$ cat src/rtl/alu_ctrl_pkg.sv
// Shared definitions for the ALU multiply sequencer and the team ALU:
// controller state encoding, ALU operation codes and step count.
package alu_ctrl_pkg;

    typedef enum logic [1:0] {
        IDLE = 2'd0,
        ITER = 2'd1,
        DONE = 2'd2
    } state_t;

    localparam logic [1:0] OP_AND = 2'b00;
    localparam logic [1:0] OP_OR  = 2'b01;
    localparam logic [1:0] OP_ADD = 2'b10;

    localparam int unsigned MUL_STEPS = 32;
    localparam int unsigned CNT_W     = $clog2(MUL_STEPS);

endpackage

$ cat src/rtl/mul_step.sv
// One shift-add step of the multiplier: recovers the carry out of the ALU
// sum from the operand and result sign bits, then shifts {c, s, lo} right.
// Ports:
//   hi        current upper half of the partial product (ALU operand a)
//   lo_shift  current lower half without bit 0 (bit 0 only selects b)
//   b         addend presented to the ALU (multiplicand or zero)
//   s         ALU sum hi + b
//   hi_next   next upper half
//   lo_next   next lower half
module mul_step #(
    parameter int unsigned WIDTH = 32
) (
    input  logic [WIDTH-1:0] hi,
    input  logic [WIDTH-1:1] lo_shift,
    input  logic [WIDTH-1:0] b,
    input  logic [WIDTH-1:0] s,
    output logic [WIDTH-1:0] hi_next,
    output logic [WIDTH-1:0] lo_next
);

    logic carry;

    // Carry out of an unsigned add: both MSBs set, or one set and the sum MSB cleared.
    assign carry = (hi[WIDTH-1] & b[WIDTH-1]) |
                   ((hi[WIDTH-1] | b[WIDTH-1]) & ~s[WIDTH-1]);

    assign hi_next = {carry, s[WIDTH-1:1]};
    assign lo_next = {s[0], lo_shift};

endmodule

$ cat src/rtl/alu_mul_ctrl.sv
// Multi-cycle unsigned WIDTHxWIDTH -> 2*WIDTH multiplier that borrows the
// shared ALU for one shift-add step per clock.
// Ports:
//   clk, rst            clock, asynchronous active-high reset
//   start               request, sampled only when idle
//   mcand, mplier       operands, captured on the accepting edge
//   busy                high while iterating
//   done                one-cycle pulse when product is valid
//   product             {hi, lo}; final from done until the next accept
//   alu_a, alu_b        ALU operands (zero when not iterating)
//   alu_binvert         tied 0
//   alu_carryin         tied 0
//   alu_op              OP_ADD while iterating, OP_AND otherwise
//   alu_result          ALU result (sum hi + alu_b)
module alu_mul_ctrl
    import alu_ctrl_pkg::*;
#(
    parameter int unsigned WIDTH = 32
) (
    input  logic               clk,
    input  logic               rst,
    input  logic               start,
    input  logic [WIDTH-1:0]   mcand,
    input  logic [WIDTH-1:0]   mplier,
    output logic               busy,
    output logic               done,
    output logic [2*WIDTH-1:0] product,
    output logic [WIDTH-1:0]   alu_a,
    output logic [WIDTH-1:0]   alu_b,
    output logic               alu_binvert,
    output logic               alu_carryin,
    output logic [1:0]         alu_op,
    input  logic [WIDTH-1:0]   alu_result
);

    localparam logic [CNT_W-1:0] LAST_STEP = CNT_W'(MUL_STEPS - 1);

    state_t           state, state_nx;
    logic [WIDTH-1:0] hi, hi_nx;
    logic [WIDTH-1:0] lo, lo_nx;
    logic [WIDTH-1:0] mc, mc_nx;
    logic [CNT_W-1:0] cnt, cnt_nx;
    logic             busy_nx, done_nx;
    logic [WIDTH-1:0] step_hi, step_lo;

    assign alu_binvert = 1'b0;
    assign alu_carryin = 1'b0;
    assign product     = {hi, lo};

    // ALU drive: operands only while iterating, released otherwise.
    always_comb begin
        alu_a  = '0;
        alu_b  = '0;
        alu_op = OP_AND;
        if (state == ITER) begin
            alu_a  = hi;
            alu_b  = mc & {WIDTH{lo[0]}};
            alu_op = OP_ADD;
        end
    end

    mul_step #(
        .WIDTH (WIDTH)
    ) u_mul_step (
        .hi       (hi),
        .lo_shift (lo[WIDTH-1:1]),
        .b        (alu_b),
        .s        (alu_result),
        .hi_next  (step_hi),
        .lo_next  (step_lo)
    );

    // State register and datapath registers.
    always_ff @(posedge clk or posedge rst) begin
        if (rst) begin
            state <= IDLE;
            hi    <= '0;
            lo    <= '0;
            mc    <= '0;
            cnt   <= '0;
            busy  <= 1'b0;
            done  <= 1'b0;
        end else begin
            state <= state_nx;
            hi    <= hi_nx;
            lo    <= lo_nx;
            mc    <= mc_nx;
            cnt   <= cnt_nx;
            busy  <= busy_nx;
            done  <= done_nx;
        end
    end

    // Next-state, datapath update and registered-output decode.
    always_comb begin
        state_nx = state;
        hi_nx    = hi;
        lo_nx    = lo;
        mc_nx    = mc;
        cnt_nx   = cnt;
        busy_nx  = 1'b0;
        done_nx  = 1'b0;
        case (state)
            IDLE: begin
                if (start) begin
                    state_nx = ITER;
                    mc_nx    = mcand;
                    hi_nx    = '0;
                    lo_nx    = mplier;
                    cnt_nx   = '0;
                    busy_nx  = 1'b1;
                end
            end
            ITER: begin
                hi_nx  = step_hi;
                lo_nx  = step_lo;
                cnt_nx = cnt + CNT_W'(1);
                if (cnt == LAST_STEP) begin
                    state_nx = DONE;
                    done_nx  = 1'b1;
                end else begin
                    busy_nx = 1'b1;
                end
            end
            DONE: begin
                state_nx = IDLE;
            end
            default: begin
                state_nx = IDLE;
            end
        endcase
    end

endmodule

$ cat config.mk
export PLATFORM = sky130hd
export DESIGN_NAME = alu_mul_ctrl
export DESIGN_NICKNAME = d
export VERILOG_FILES = /design/src/rtl/alu_ctrl_pkg.sv /design/src/rtl/mul_step.sv /design/src/rtl/alu_mul_ctrl.sv
export SDC_FILE = /design/constraint.sdc
export NUM_CORES = 1
export LEC_CHECK = 0
export CORE_MARGIN = 2
export CORE_UTILIZATION = 35
export CTS_CLUSTER_SIZE = 8
export DETAILED_ROUTE_END_ITERATION = 7
export DONT_BUFFER_PORTS = 1
export PLACE_DENSITY = 0.48
export SYNTH_ARGS = -nofsm -noshare
export SYNTH_HDL_FRONTEND = slang
export SYNTH_SLANG_ARGS = --single-unit
$ cat constraint.sdc
create_clock -name clk -period 4.6 [get_ports clk]
set_clock_uncertainty 0.05 [all_clocks]
set_input_delay 0.46 -clock clk [delete_from_list [all_inputs] [get_ports clk]]
set_output_delay 0.46 -clock clk [all_outputs]
set_load 0.05 [all_outputs]
==> impl_metrics.yaml, run 1 <==
layout:
  ff_latch_area_um2: 2630
  proportion_of_layout_cells_with_a_drive_suffix_above_1_pct: 13.5
  insertedDiodeCount: 0
  design.final.nets: 549
  final_cell_mix: "sky130_fd_sc_hd__dfrtp_1 (105), sky130_fd_sc_hd__nand2_1 (103), sky130_fd_sc_hd__o21ai_0 (68)"
  area_growth_pct: 8.05
  nFillCells: 1360
  final_util_pct: 38.2
  multi_input_area_um2: 1970
  layout.cells.most_common: "sky130_fd_sc_hd__dfrtp_1"
job:
  maxCapViolCount: 0
critical_path:
  ff2ff_setup_slack_ns: 2.15
  cp_data_arrival_time_ns: 2.32
  setup.worst_path.start_class: "register"
  ff2ff_path_depth: 5
  reg2reg_from: "state[0]$_DFFE_PP0P_"
  worstSetupEndpointType: "output pin"
  crit_start: "state[1]$_DFFE_PP0P_"
  regToRegEndpoint: "mc[25]$_DFFE_PP0P_"
  setup.worst_path.class: "reg -> out"
  worst-path-max-fanout: 60
  crit_required_ns: 4.09
sta:
  setup-tns-final_ns: 0
  setup_violations: 0
  slew_headroom_pct: 34.7
  max_slew_vio_count: 0
  timing.final.hold_violations: 0
  worst_slack_ns: 1.77
  fmax_ghz: 0.354
  rsz_0062_raised_after_global_routing: "no"
  timing.final.crit_period_ns: 2.83
  final_min_period_over_clock_period_pct: 61.5
  worst-slew-pin-transition_ns: 0.977
detailed_routing:
  num_vias: 3266
  post_detailed_route_count_of_antenna_violating_nets: 0
  drt_drc_violations_left: 0
  number_of_drc_markers_in_iteration_0: 146
  wirelength_mm: 11.5
  first_pass_iters: 4
  post_drt_wl_per_cell_um: 18.3
  detail_route.vias_per_cell: 5.17
floorplan:
  fp-row-count: 43
  pin_count: 233
  dieArea_um2: 14800
  die_width_um: 122
  design.core.area_um2: 13700
  effective_utilization_at_floorplan_pct: 35.3
  die_h_um: 122
yosys:
  synth_area_per_cell_um2: 10.4
  cell_area_after_synthesis_um2: 4850
  synth_async_sr_flop_share_pct: 100
  synth.yosys.warnings: 0
  postSynthCellCount: 468
  synth_flop_cell: "sky130_fd_sc_hd__dfrtp_1"
  ys_seq_elements: 105
  ys_types: 27
  synth_enable_flop_cells: 0
  synth-seq-area-share_pct: 54.2
grt:
  grt_antenna_before_repair: 0
  globalRoute.totalOverflow: 0
  first_global_vias: 3191
  grt_max_degree: 66
  grt_pass1_wl_mm: 17.5
  overall_track_demand_over_capacity_in_global_routing_pct: 15.4
clock_tree:
  tritoncts: "yes"
  clock_path_buffers: 2
  clk_transition_reported_paths_ns: 0.07
  clock_sink_count: 105
  postCtsResizedCells: 0
  cts_hold_buffers: 0
  post_cts.repair.setup_buffers: 0
  cts_buffers: 9
  cts-htree-levels: 3
  clock_tree.root_cell: "sky130_fd_sc_hd__clkbuf_16"
  clkLatencyLatePin_ns: 0.34
placed_design:
  hpwl_mm: 7.62
  io_buffers: 0
  routabilityCongestion: 0.705
  dp_worst_setup_slack_ns: 2.11
status:
  outcome: "finished, final reports clean"
min_path:
  hold_path_class: "in -> async"
-- logic make-up after synthesis --
kind of cell,after synthesis,share of synthesized area (%)
compound gates,104,12.6
xor+xnor,1,0.181
fa+ha+maj,3,0.722
buf+inv,47,5.39
flops,105,54.2
mux,33,9.57
other cells,1,0.0773
simple gates,174,17.3
-- synth_stat cells, drive strengths merged, types with 2 or more instances --
library cell | instances | area (µm²)
a22oi | 32 | 240
inv | 4 | 15.0
nor2b | 2 | 22.5
dfrtp | 105 | 2630
buf | 16 | 145
clkbuf | 27 | 101
nand2 | 103 | 387
ha | 2 | 25.0
and2 | 33 | 206
mux2 | 32 | 454
o21bai | 3 | 26.3
and3 | 33 | 206
o21ai | 68 | 340
-- how the worst max path moves through the flow --
stage | to | slack [ns]
final | alu_b[31] | 1.77
after CTS | alu_b[31] | 1.74
after global placement | mc[0]$_DFFE_PP0P_ | 2.17
after floorplan | busy$_DFF_PP0_ | 1.33
after detailed placement | mc[30]$_DFFE_PP0P_ | 2.11
after global routing | alu_b[31] | 1.64
-- registers in the layout, indices dropped and copies added, names as in the netlist --
signal	cells
lo	32
state	2
done	1
busy	1
mc	32
hi	32
cnt	5
-- critical path, stage by stage (launching register included) --
cell and delay, ns:
sky130_fd_sc_hd__dfrtp_1 0.37, sky130_fd_sc_hd__nand2b_2 0.20, sky130_fd_sc_hd__inv_2 0.48, sky130_fd_sc_hd__buf_12 0.34
sky130_fd_sc_hd__and3_1 0.55
-- metrics by stage --
stage | instances | cell area, µm² | hold slack (ns)
after CTS | 632 | 5240 | 0.122
after detailed placement | 617 | 4930 | 0.436
after floorplan | 470 | 4860 | 0.415
final | 632 | 5240 | 0.0836
after global placement | 617 | 4930 | 0.428
after global routing | 632 | 5240 | 0.143
-- metal layers --
layer / vias up / wire, µm / track usage [%]
li1: 1530 / - / -
met1: 1582 / 4780 / 19.3
met5: - / 0 / 0
met4: 0 / 124 / 4.09
met2: 147 / 5560 / 24.4
met3: 7 / 1080 / 6.55
-- cell type report --
| class | instances | area share (%) |
|---|---|---|
| clock buffer | 12 | 4.70 |
| clock inverter | 3 | 1.24 |
| inverter | 4 | 0.334 |
| multi-input combinational | 318 | 37.6 |
| sequential | 105 | 50.1 |
| tap | 180 | 4.30 |
| timing repair buffer | 10 | 1.67 |
Power of run 1 is left out: the tool's default activity adds up to more than one toggle a clock period on the data nets, which glitch-free logic cannot reach.
==> run 2: changes to the inputs <==
--- a/config.mk
+++ b/config.mk
@@ -10,7 +10,7 @@
 export CTS_CLUSTER_SIZE = 8
 export DETAILED_ROUTE_END_ITERATION = 7
 export DONT_BUFFER_PORTS = 1
-export PLACE_DENSITY = 0.48
+export PLACE_DENSITY = 0.5
 export SYNTH_ARGS = -nofsm -noshare
 export SYNTH_HDL_FRONTEND = slang
 export SYNTH_SLANG_ARGS = --single-unit
==> constraint.sdc (replaced) <==
create_clock -name clk -period 2.5 [get_ports clk]
set_clock_uncertainty 0.05 [all_clocks]
set_input_delay 0.25 -clock clk [delete_from_list [all_inputs] [get_ports clk]]
set_output_delay 0.25 -clock clk [all_outputs]
set_load 0.05 [all_outputs]
==> run 2 against run 1 <==
  * First-iteration DRC count grew 21%
  * Cell count increased by 21%
  * Design area is 37% higher
  * Setup slack worse by 1.6 ns
  * Die area unchanged
  * Routed wire length up 15%
  * Core utilization increased by 14 points
  * Via count is 18% higher
  * Flip-flop and latch count stayed put
  * Worst hold slack got worse by 0.017 ns
  * Critical path type unchanged
  * Critical endpoint is now alu_a[11]
  * Largest cell class unchanged
==> impl_metrics.yaml, run 2 (synthesis results as in run 1) <==
floorplan:
  die_width_um: 122
  pin_count: 233
  fp-row-count: 43
  dieArea_um2: 14800
  effective_utilization_at_floorplan_pct: 35.3
  design.core.area_um2: 13700
  die_h_um: 122
sta:
  rsz_0062_raised_after_global_routing: "no"
  max_slew_vio_count: 0
  setup_violations: 0
  timing.final.crit_period_ns: 2.32
  final_min_period_over_clock_period_pct: 92.6
  fmax_ghz: 0.432
  setup-tns-final_ns: 0
  hold_ws_ns: 0.0670
  timing.final.hold_violations: 0
  worst-slew-pin-transition_ns: 1.09
  slew_headroom_pct: 27.2
  worst_slack_ns: 0.185
grt:
  grt_antenna_before_repair: 0
  grt_max_degree: 53
  first_global_vias: 4107
  grt_pass1_wl_mm: 21.3
  overall_track_demand_over_capacity_in_global_routing_pct: 18.2
  globalRoute.totalOverflow: 0
critical_path:
  regToRegEndpoint: "lo[20]$_DFFE_PP0P_"
  crit_required_ns: 2.20
  reg2reg_from: "state[0]$_DFFE_PP0P_"
  critical_path_buf_inv_count: 4
  timing.critical_path.slowest_cell_delay_ns: 0.44
  ff2ff_path_depth: 4
  ff2ff_setup_slack_ns: 0.61
  crit_start: "state[1]$_DFFE_PP0P_"
  path_common_cell: "sky130_fd_sc_hd__buf_4"
  worst-path-max-fanout: 49
  cp.depth: 6
  crit_chain: "buf_4, nand2b_1, inv_2, buf_4, and2_1, buf_12"
  setup.worst_path.start_class: "register"
  cp_data_arrival_time_ns: 2.02
  setup.worst_path.class: "reg -> out"
  cpMaxStageDelayCell: "sky130_fd_sc_hd__buf_4"
  critical_path.top_delay_family: "buffers and inverters"
  worstSetupEndpointType: "output pin"
clock_tree:
  post_cts.repair.setup_buffers: 0
  clock_sink_count: 105
  postCtsResizedCells: 0
  tritoncts: "yes"
  clkLatencyLatePin_ns: 0.34
  clock_path_buffers: 2
  cts_buffers: 9
  clock_tree.root_cell: "sky130_fd_sc_hd__clkbuf_16"
  clk_transition_reported_paths_ns: 0.07
  cts_hold_buffers: 63
  cts-htree-levels: 3
placed_design:
  dp_worst_setup_slack_ns: 0.545
  io_buffers: 0
  routabilityCongestion: 0.750
  hpwl_mm: 9.11
status:
  outcome: "finished, final reports clean"
detailed_routing:
  first_pass_iters: 4
  post_detailed_route_count_of_antenna_violating_nets: 0
  number_of_drc_markers_in_iteration_0: 177
  num_vias: 3843
  wirelength_mm: 13.3
  detail_route.vias_per_cell: 5.01
  post_drt_wl_per_cell_um: 17.3
  drt_drc_violations_left: 0
min_path:
  min_from: "mplier[30]"
  hold_path_class: "in -> reg"
  min_delay_path_depth: 2
  whs_endpoint: "lo[30]$_DFFE_PP0P_"
layout:
  largestRegisters: "hi: 32 flops, lo: 32 flops, mc: 32 flops"
  design.final.nets: 683
  area_growth_pct: 47.8
  layout.cells.most_common: "sky130_fd_sc_hd__dfrtp_1"
  insertedDiodeCount: 0
  final_cell_mix: "sky130_fd_sc_hd__dfrtp_1 (105), sky130_fd_sc_hd__nand2_1 (103), sky130_fd_sc_hd__o21ai_0 (68)"
  proportion_of_layout_cells_with_a_drive_suffix_above_1_pct: 22.5
  final_util_pct: 52.2
job:
  maxCapViolCount: 0
power:
  power.ir.vdd_worst_mv: 0.824
  leakagePower_nw: 3.15
  power_density_nw_per_um2: 1640
  power.total_w: 0.0117
[run 2: report_power, final]
part           switching (W)  internal [W]  leakage [nW]
clock network       0.000634      0.000675         0.113
registers            0.00199       0.00241          1.27
logic                0.00327       0.00277          1.77
total                0.00590       0.00585          3.15
[run 2: worst register-to-register path: cells and delay by family (launching register included)]
family                 cells  cell delay [ns]
buffers and inverters      1             0.32
and+or+nand+nor            1             0.06
DFF                        1             0.40
AOI/OAI and AO/OA          2             0.97
[run 2: layer usage]
metal / GRT usage, % / part of all wire (%) / vias up
met1: 21.1 / 40 / 1885
met5: 0 / 0 / -
met4: 5.32 / 1.6 / 0
met2: 31.6 / 51 / 144
li1: - / - / 1796
met3: 6.74 / 7.8 / 18
[run 2: how the worst max path moves through the flow]
| stage | to | slack, ns |
|---|---|---|
| 6_report | alu_a[11] | 0.18 |
| 5_1_grt | alu_a[11] | 0.02 |
| 4_1_cts | alu_a[11] | 0.16 |
| 3_5_place_dp | alu_b[18] | 0.54 |
| 3_3_place_gp | alu_b[10] | 0.56 |
| 2_1_floorplan | alu_a[31] | 0.59 |
[run 2: final cells by class]
cell class | count | area, µm²
Fill cell | 1211 | 6550
Sequential cell | 105 | 2630
Timing Repair Buffer | 144 | 2050
Multi-Input combinational cell | 318 | 1970
Clock buffer | 10 | 229
Tap cell | 180 | 225
Clock inverter | 6 | 45.0
Inverter | 4 | 18.8
[run 2: per-stage QoR]
step	cells	cell area, µm²
6_report	767	7170
4_1_cts	766	7160
2_1_floorplan	470	4860
5_1_grt	767	7170
3_5_place_dp	687	6250
3_3_place_gp	687	6250
No activity file was read; power rests on OpenSTA's default activity.
